## src/rtl/fwd_pkg.sv

```systemverilog
// Shared types and helpers for the EX-stage operand-forwarding controller.
// Latency: n/a (types, constants and pure functions only).
// Backpressure: n/a.
package fwd_pkg;

  // Register-address width that the shadow entries are sized for.
  localparam int REG_ADDR_W = 5;

  // Encoding of the EX operand-mux select.
  typedef logic [1:0] fwd_sel_t;

  localparam fwd_sel_t FWD_RF  = 2'd0;  // take the register-file read data
  localparam fwd_sel_t FWD_WB  = 2'd1;  // take the MEM/WB output
  localparam fwd_sel_t FWD_MEM = 2'd2;  // take the EX/MEM ALU result

  // Destination information of the instruction occupying one pipeline stage.
  typedef struct packed {
    logic                  vld;  // stage holds a real instruction
    logic [REG_ADDR_W-1:0] rd;   // destination register
    logic                  rw;   // instruction writes rd
    logic                  mr;   // instruction is a load
  } shadow_entry_t;

  // True when the entry will write architectural register r.
  // x0 is hard-wired to zero, so it never counts as written.
  function automatic logic entry_writes(input shadow_entry_t e,
                                        input logic [REG_ADDR_W-1:0] r);
    return e.vld && e.rw && (e.rd == r) && (r != '0);
  endfunction

  // Operand select for one source, evaluated while the consumer is in ID.
  // The EX entry is the youngest producer, so it wins over the MEM entry.
  function automatic fwd_sel_t fwd_select(input logic                  use_s,
                                          input logic [REG_ADDR_W-1:0] r,
                                          input shadow_entry_t         ex,
                                          input shadow_entry_t         mem);
    fwd_sel_t sel;
    sel = FWD_RF;
    if (use_s) begin
      if (entry_writes(ex, r)) begin
        sel = FWD_MEM;
      end else if (entry_writes(mem, r)) begin
        sel = FWD_WB;
      end
    end
    return sel;
  endfunction

endpackage

```

## src/rtl/fwd_stage_reg.sv

```systemverilog
// One shadow pipeline entry (EX, MEM or WB destination info).
// Latency: 1 cycle from d to q when neither held nor bubbled.
// Backpressure: hold freezes the entry; bubble loads an invalid entry instead of d.
module fwd_stage_reg
  import fwd_pkg::*;
(
  input  logic          clk,
  input  logic          reset_n,
  input  logic          hold,
  input  logic          bubble,
  input  shadow_entry_t d,
  output shadow_entry_t q
);

  shadow_entry_t entry_d;
  shadow_entry_t entry_q;

  // Next entry: hold beats bubble, bubble beats a normal load.
  always_comb begin
    entry_d = d;
    if (hold) begin
      entry_d = entry_q;
    end else if (bubble) begin
      entry_d = '0;
    end
  end

  // Entry register; an all-zero entry is an invalid slot.
  always_ff @(posedge clk or negedge reset_n) begin
    if (!reset_n) begin
      entry_q <= '0;
    end else begin
      entry_q <= entry_d;
    end
  end

  assign q = entry_q;

endmodule

```

## src/rtl/fwd_hazard_ctrl.sv

```systemverilog
// EX operand-forward select generator with load-use stall detection and stall counter.
// Latency: forward_* registered (valid in the consumer's first EX cycle); stall and id_bypass_* are combinational.
// Backpressure: mem_stall freezes every register; stall holds ID and bubbles EX; flush bubbles EX.
// Optional feature: FWD_WB_BYPASS_EN enables the WB->ID bypass outputs for a read-first register file.
module fwd_hazard_ctrl
  import fwd_pkg::*;
#(
  parameter int RA_W        = REG_ADDR_W,
  parameter int STALL_CNT_W = 16
) (
  input  logic                   clk,
  input  logic                   reset_n,
  input  logic                   id_valid,
  input  logic [RA_W-1:0]        id_rs1,
  input  logic [RA_W-1:0]        id_rs2,
  input  logic                   id_use_rs1,
  input  logic                   id_use_rs2,
  input  logic [RA_W-1:0]        id_rd,
  input  logic                   id_reg_write,
  input  logic                   id_mem_read,
  input  logic                   flush,
  input  logic                   mem_stall,
  output logic [1:0]             forward_a,
  output logic [1:0]             forward_b,
  output logic                   stall,
  output logic [STALL_CNT_W-1:0] stall_cnt,
  output logic                   id_bypass_rs1,
  output logic                   id_bypass_rs2
);

  localparam logic [STALL_CNT_W-1:0] CNT_MAX = {STALL_CNT_W{1'b1}};

  shadow_entry_t id_entry;
  shadow_entry_t ex_q;
  shadow_entry_t mem_q;
  shadow_entry_t wb_q;

  logic     load_use;
  logic     ex_bubble;
  fwd_sel_t sel_a;
  fwd_sel_t sel_b;

  fwd_sel_t                 forward_a_d;
  fwd_sel_t                 forward_a_q;
  fwd_sel_t                 forward_b_d;
  fwd_sel_t                 forward_b_q;
  logic [STALL_CNT_W-1:0]   stall_cnt_d;
  logic [STALL_CNT_W-1:0]   stall_cnt_q;

  // Pack the ID instruction's destination info into a shadow entry.
  always_comb begin
    id_entry     = '0;
    id_entry.vld = id_valid;
    id_entry.rd  = id_rd;
    id_entry.rw  = id_reg_write;
    id_entry.mr  = id_mem_read;
  end

  // Load-use hazard: a load in EX produces a source the ID instruction reads.
  // A frozen pipeline never reports a stall, so it cannot be double counted.
  always_comb begin
    load_use = id_valid && ex_q.mr &&
               ((id_use_rs1 && entry_writes(ex_q, id_rs1)) ||
                (id_use_rs2 && entry_writes(ex_q, id_rs2)));
    if (mem_stall) begin
      load_use = 1'b0;
    end
  end

  assign stall     = load_use;
  assign ex_bubble = flush || load_use;

  // EX takes the ID instruction, or a bubble on redirect or load-use.
  fwd_stage_reg u_ex_stage (
    .clk     (clk),
    .reset_n (reset_n),
    .hold    (mem_stall),
    .bubble  (ex_bubble),
    .d       (id_entry),
    .q       (ex_q)
  );

  // MEM always follows EX unless frozen.
  fwd_stage_reg u_mem_stage (
    .clk     (clk),
    .reset_n (reset_n),
    .hold    (mem_stall),
    .bubble  (1'b0),
    .d       (ex_q),
    .q       (mem_q)
  );

  // WB always follows MEM unless frozen.
  fwd_stage_reg u_wb_stage (
    .clk     (clk),
    .reset_n (reset_n),
    .hold    (mem_stall),
    .bubble  (1'b0),
    .d       (mem_q),
    .q       (wb_q)
  );

  // Selects seen from ID: whatever sits in EX now is in MEM when the consumer reaches EX.
  always_comb begin
    sel_a = fwd_select(id_use_rs1, id_rs1, ex_q, mem_q);
    sel_b = fwd_select(id_use_rs2, id_rs2, ex_q, mem_q);
  end

  // Next select and counter values under the freeze > bubble > advance priority.
  always_comb begin
    forward_a_d = sel_a;
    forward_b_d = sel_b;
    stall_cnt_d = stall_cnt_q;
    if (mem_stall) begin
      forward_a_d = forward_a_q;
      forward_b_d = forward_b_q;
    end else begin
      if (ex_bubble) begin
        forward_a_d = FWD_RF;
        forward_b_d = FWD_RF;
      end
      // A flush coinciding with a load-use still counts the stall cycle.
      if (load_use && (stall_cnt_q != CNT_MAX)) begin
        stall_cnt_d = stall_cnt_q + 1'b1;
      end
    end
  end

  // Select and counter registers, aligned with the instruction in EX.
  always_ff @(posedge clk or negedge reset_n) begin
    if (!reset_n) begin
      forward_a_q <= FWD_RF;
      forward_b_q <= FWD_RF;
      stall_cnt_q <= '0;
    end else begin
      forward_a_q <= forward_a_d;
      forward_b_q <= forward_b_d;
      stall_cnt_q <= stall_cnt_d;
    end
  end

  assign forward_a = forward_a_q;
  assign forward_b = forward_b_q;
  assign stall_cnt = stall_cnt_q;

`ifdef FWD_WB_BYPASS_EN
  // Read-first register file: the ID operand must come from the WB write data.
  always_comb begin
    id_bypass_rs1 = id_use_rs1 && entry_writes(wb_q, id_rs1);
    id_bypass_rs2 = id_use_rs2 && entry_writes(wb_q, id_rs2);
  end
`else
  // Write-first register file already returns the WB data, so no bypass.
  always_comb begin
    id_bypass_rs1 = 1'b0;
    id_bypass_rs2 = 1'b0;
  end
`endif

  // Load flags of the older stages only matter for MEM/WB data selection outside this block.
  logic unused_shadow_bits;
  assign unused_shadow_bits = ^{mem_q.mr, wb_q};

endmodule

```

## config.mk

```make
export PLATFORM = sky130hd
export DESIGN_NAME = fwd_hazard_ctrl
export DESIGN_NICKNAME = d
export VERILOG_FILES = /design/src/rtl/fwd_pkg.sv /design/src/rtl/fwd_stage_reg.sv /design/src/rtl/fwd_hazard_ctrl.sv
export SDC_FILE = /design/constraint.sdc
export NUM_CORES = 1
export LEC_CHECK = 0
export CORE_ASPECT_RATIO = 1.2
export CORE_MARGIN = 4
export CORE_UTILIZATION = 49
export DETAILED_ROUTE_END_ITERATION = 16
export PLACE_DENSITY = 0.8
export SKIP_CTS_REPAIR_TIMING = 1
export SLEW_MARGIN = 30
export SYNTH_ARGS = -nofsm -noshare
export SYNTH_HDL_FRONTEND = slang
export SYNTH_SLANG_ARGS = --single-unit
```

## constraint.sdc

```tcl
create_clock -name clk -period 2.55 [get_ports clk]
set_input_delay 0.51 -clock clk [delete_from_list [all_inputs] [get_ports clk]]
set_output_delay 0.51 -clock clk [all_outputs]
set_load 0.005 [all_outputs]
```

======== Word level (Yosys, flattened, before mapping) ========
Index checks and enable logic that the tools add are counted.
storage, ports and cells
  register bits ........................... 35
  input port bits ......................... 24
  output and inout port bits .............. 23
  logic and storage cells ................. 47
operators by class
  add/subtract/negate cells ............... 1
  eq/ne operators ......................... 5
  mux-type cells .......................... 10
  bitwise logic cells ..................... 1
  reduce and logical (&&, ||, !) cells .... 20
operators by type and width
  kind                                                              number
  5-bit equality test                                               4
  16-bit by 1-bit adder with 16-bit output (second input constant)  1
  16-bit inequality test (second input constant)                    1
  1-bit logical AND                                                 15
  2-bit 2-to-1 mux                                                  6
  5-bit nonzero test                                                2
  8-bit 2-to-1 mux                                                  1
  1-bit 2-to-1 mux                                                  3
  1-bit logical OR                                                  2
  2-bit AND reduction                                               1
  1-bit NOT                                                         1

======== Depth between registers and ports, before layout ========
  depth in word-level cells ............... 9
  gate-level depth with buffers ........... 8
  gate-level depth less buffers ........... 7

======== Modules after synthesis ========
From an unflattened synthesis, not the netlist that was laid out.
second synthesis, totals
  cell total of the unflattened synthesis .. 199
  area, all modules ....................... 1961.9 µm²
by module, submodules not included
  module           instances  cells an instance  area each (µm²)  seq. area each (µm²)
  fwd_hazard_ctrl  1          135                1293.7           500.5
  fwd_stage_reg    2          32                 334.1            200.2

======== Least setup slack after synthesis ========
Ideal clock, no wire load.
  path kind ............................... input port to flip-flop
  start point ............................. input id_rs2[0]
  end point ............................... register stall_cnt_q[1], in the netlist stall_cnt[1]
  setup time .............................. 0.125 ns
  arrival time ............................ 1.960 ns
  required time ........................... 2.425 ns
  slack ................................... 0.464 ns
  stages on the path ...................... 6
  buffers on the path ..................... 1
  path through ............................ or4_1 > o21ai_2 > nor3_1 > o211ai_2 > buf_6 > mux2_4
on the way
  longest elaborated chain between the ends .. 9
  elaborated cells between the ends (all ways) .. 10
  those cells by class .................... eq/ne (1); mux (1); reduce/logical (8)
ends and longest elaborated chain
  what                                    line                    RTL
  start, declared                         fwd_hazard_ctrl.sv:15   input logic [RA_W-1:0] id_rs2,
  5-bit equality test                     fwd_pkg.sv:28           return e.vld && e.rw && (e.rd == r) && (r != '0);
  1-bit logical AND                       fwd_pkg.sv:28
  1-bit logical AND *                     fwd_pkg.sv:28
  1-bit logical AND *                     fwd_hazard_ctrl.sv:64   (id_use_rs2 && entry_writes(ex_q, id_rs2)));
  1-bit logical OR *                      fwd_hazard_ctrl.sv:63   ((id_use_rs1 && entry_writes(ex_q, id_rs1)) ||
  1-bit logical AND *                     fwd_hazard_ctrl.sv:62   load_use = id_valid && ex_q.mr &&
  1-bit 2-to-1 mux *                      fwd_hazard_ctrl.sv:65   if (mem_stall) begin
  1-bit logical AND *                     fwd_hazard_ctrl.sv:123  if (load_use && (stall_cnt_q != CNT_MAX)) begin
  2-bit AND reduction (no source line) *  n/a
  end signal, assigned                    fwd_hazard_ctrl.sv:138  stall_cnt_q <= stall_cnt_d;
  end, declared                           fwd_hazard_ctrl.sv:48   logic [STALL_CNT_W-1:0] stall_cnt_q;
Every way passes the cells marked *; elsewhere a longest branch is shown, timed or not.
A chain may end at the register's enable or synchronous reset.

======== Worst setup path after layout ========
  start point ............................. input id_rs1[0]
  end point ............................... output stall
on the way
  longest elaborated chain between the ends .. 7
  elaborated cells between the ends (all ways) .. 8
  those cells by class .................... eq/ne (1); mux (1); reduce/logical (6)
ends and longest elaborated chain
  what                 line                   RTL
  start, declared      fwd_hazard_ctrl.sv:14  input logic [RA_W-1:0] id_rs1,
  5-bit equality test  fwd_pkg.sv:28
  1-bit logical AND    fwd_pkg.sv:28
  1-bit logical AND *  fwd_pkg.sv:28
  1-bit logical AND *  fwd_hazard_ctrl.sv:63
  1-bit logical OR *   fwd_hazard_ctrl.sv:63
  1-bit logical AND *  fwd_hazard_ctrl.sv:62
  1-bit 2-to-1 mux *   fwd_hazard_ctrl.sv:65
  end, declared        fwd_hazard_ctrl.sv:25  output logic stall,
Marked as above.

==> flow_summary.json <==
{
  "cts.sinks": 35,
  "numPlacedInstances": 281,
  "timing.fmax_ghz": 0.4028,
  "fin_skew_ps": 6.444,
  "ys.flop_type": "dfrtp_1",
  "crit_path_start_kind": "primary input",
  "dieArea_um2": 4854,
  "ys_seq_area_share_pct": 47.04,
  "placementRows": 24,
  "insertion_delay_ps": 280,
  "final_common_cell": "clkdlybuf4s50_1",
  "timing.hold.ws_ps": 491.9,
  "wire_per_inst_um": 15.96,
  "synth_mux_area_share_pct": 5.040,
  "track_usage_pct": 20.70,
  "min_period_over_period_pct": 97.36,
  "finalMaxSlewViolations": 0,
  "hpwl_mm": 3.488,
  "route.detailed.drc": 0,
  "n_antenna_cell": 0,
  "max_cap_viol_count": 0,
  "fin_nets": 262,
  "finalSetupViolCount": 0,
  "min_delay_path_depth": 2,
  "power_density_nw_per_um2": 444.8,
  "boundaryPins": 47,
  "crit_fanout": 2,
  "synth.distinct_cells": 37,
  "hp-class": "register to register",
  "peakVddDrop_uv": 343.3,
  "grt_max_degree": 36,
  "placed_area_um2": 2519,
  "finalHoldViolCount": 0,
  "synth_top_family_by_area": "simple AND/OR/NAND/NOR gates",
  "final_cell_mix": "clkdlybuf4s50_1, dfrtp_1, buf_4",
  "numCtsBuffers": 5,
  "totalWireLength_mm": 4.611,
  "ys_ff_latch": 35,
  "antenna_found_initial": 0,
  "ctsHtreeMaxLevel": 2,
  "fin_area_um2": 2621,
  "synthXorXnorAreaFrac_pct": 15.52,
  "synth_compound_area_share_pct": 9.073,
  "rsz0062_at_grt": "no",
  "leakagePower_nw": 1.193,
  "gp_congestion": 0.8688,
  "finalSetupTns_ps": 0,
  "postSynthAreaPerCell_um2": 11.15,
  "synth-simple-area-share_pct": 19.83,
  "vias_per_cell": 5.360,
  "netlist_instances": 167,
  "finalCriticalPeriod_ps": 2483,
  "synth_edf_count": 0,
  "cts-root-buf": "clkbuf_8",
  "start_util_pct": 50.82,
  "outcome": "finished clean",
  "grt_pass1_wl_mm": 7.831,
  "gr-total-overflow": 0,
  "p_switching_mw": 0.2786,
  "reg2reg_depth": 7,
  "drive_gt1_share_pct": 22.78,
  "areaGrowthSynthToFinish_pct": 40.79,
  "critPathArrivalTime_ps": 1970,
  "synthArstFlopShare_pct": 100.0,
  "clk_pin_slew_ps": 70,
  "ant_nets": 0,
  "routed-via-count": 1549,
  "die_w_um": 64.27,
  "swShare_pct": 23.89,
  "utilization_pct": 71.55,
  "drt-initial-drc-count": 104,
  "drt_pass1_iterations": 4,
  "pwr-share-seq_pct": 51.7,
  "end_kind": "output port",
  "numPortBuffers": 44,
  "cts_tree": "done",
  "synth_adder_area_share_pct": 0.6720,
  "fin_cells": 289,
  "core_area_um2": 3664,
  "cts.path.max_buffers": 2,
  "p_clk_share_pct": 33.7,
  "internal-power_mw": 0.8873,
  "yosysWarnings": 0,
  "crit_type": "primary input to output port",
  "grt_pass1_vias": 1659,
  "die_y_um": 75.53,
  "required_ps": 2040,
  "pwr-share-comb_pct": 14.6,
  "netlist_area_um2": 1862
}
through the flow:
step | setup WS, ps | power, mW
global placement | -315.1 | 0.7755
finish | 67.34 | 1.166
CTS | -376.5 | 1.176
floorplan | 464.5 | 0.6872
global route | 24.93 | 1.212
detailed placement | -374.0 | 0.7820
state kept, by name (all words and copies together), names as in the netlist:
register and count:
forward_b 2, u_ex_stage.q 8, u_mem_stage.q 7, forward_a 2, stall_cnt 16
kinds of logic (layout without fill, tap and decap cells):
group                      Yosys count  count (layout)
AOI/OAI and AO/OA                   19              19
xor gates and xnor gates            33              33
adders and majority gates            1               1
buffers and inverters                9              78
DFF                                 35              35
muxes                                8               8
other                                1               2
and+or+nand+nor                     61              61
power by group through the flow:
stage	registers, mW	clock network [mW]	logic, mW
after floorplan	0.606	0	0.0815
after global placement	0.612	0	0.163
after detailed placement	0.613	0	0.169
after CTS	0.603	0.403	0.170
after global routing	0.606	0.422	0.185
final	0.603	0.393	0.170
cell type report:
type / count / area [um^2]
sequential: 35 / 875.8
tap: 52 / 65.06
fill: 261 / 1042
clock inverter: 1 / 5.005
clock buffer: 6 / 82.58
inverter: 3 / 11.26
multi-input combinational: 124 / 940.9
timing repair buffer: 68 / 640.6
layer usage:
metal | GRT usage (%) | routed length (um)
met2 | 36.58 | 2386
met3 | 3.687 | 217
met5 | 0 | 0
met1 | 25.97 | 1966
met4 | 6.808 | 40
final timing paths:
check | start | end | slack (ps)
hold reg to reg | forward_a[1] | forward_a[1] | 490
setup / recovery | id_rs1[0] | stall | 70
setup reg to reg | stall_cnt[0] | stall_cnt[1] | 380
hold / removal | forward_a[1] | forward_a[1] | 490
max in group asynchronous | reset_n | stall_cnt[14] | 1580
min in group asynchronous | reset_n | u_ex_stage.q[5] | 640
critical path, stage by stage:
cell and delay [ps]:
clkdlybuf4s50_1 460, xor2_1 210, nor4_4 320, nand4_2 160, a21boi_4 180, clkbuf_2 130
cells in the mapped netlist (2+ instances only):
cell	n	share of area, %
nor3_2	5	2.7
nand3_1	10	2.7
and3_1	3	1.0
clkbuf_1	3	0.60
o41ai_1	2	0.94
nand4_1	3	1.0
nor4_1	2	0.67
xor2_1	17	8.0
buf_4	2	0.81
mux2_2	7	4.2
nand2_1	13	2.6
nor2_1	10	2.0
inv_1	3	0.60
dfrtp_1	35	47
a22o_1	9	4.2
xnor2_1	16	7.5
a21oi_1	2	0.54
nor3_1	6	1.6
(Power assumes the default switching activity.)
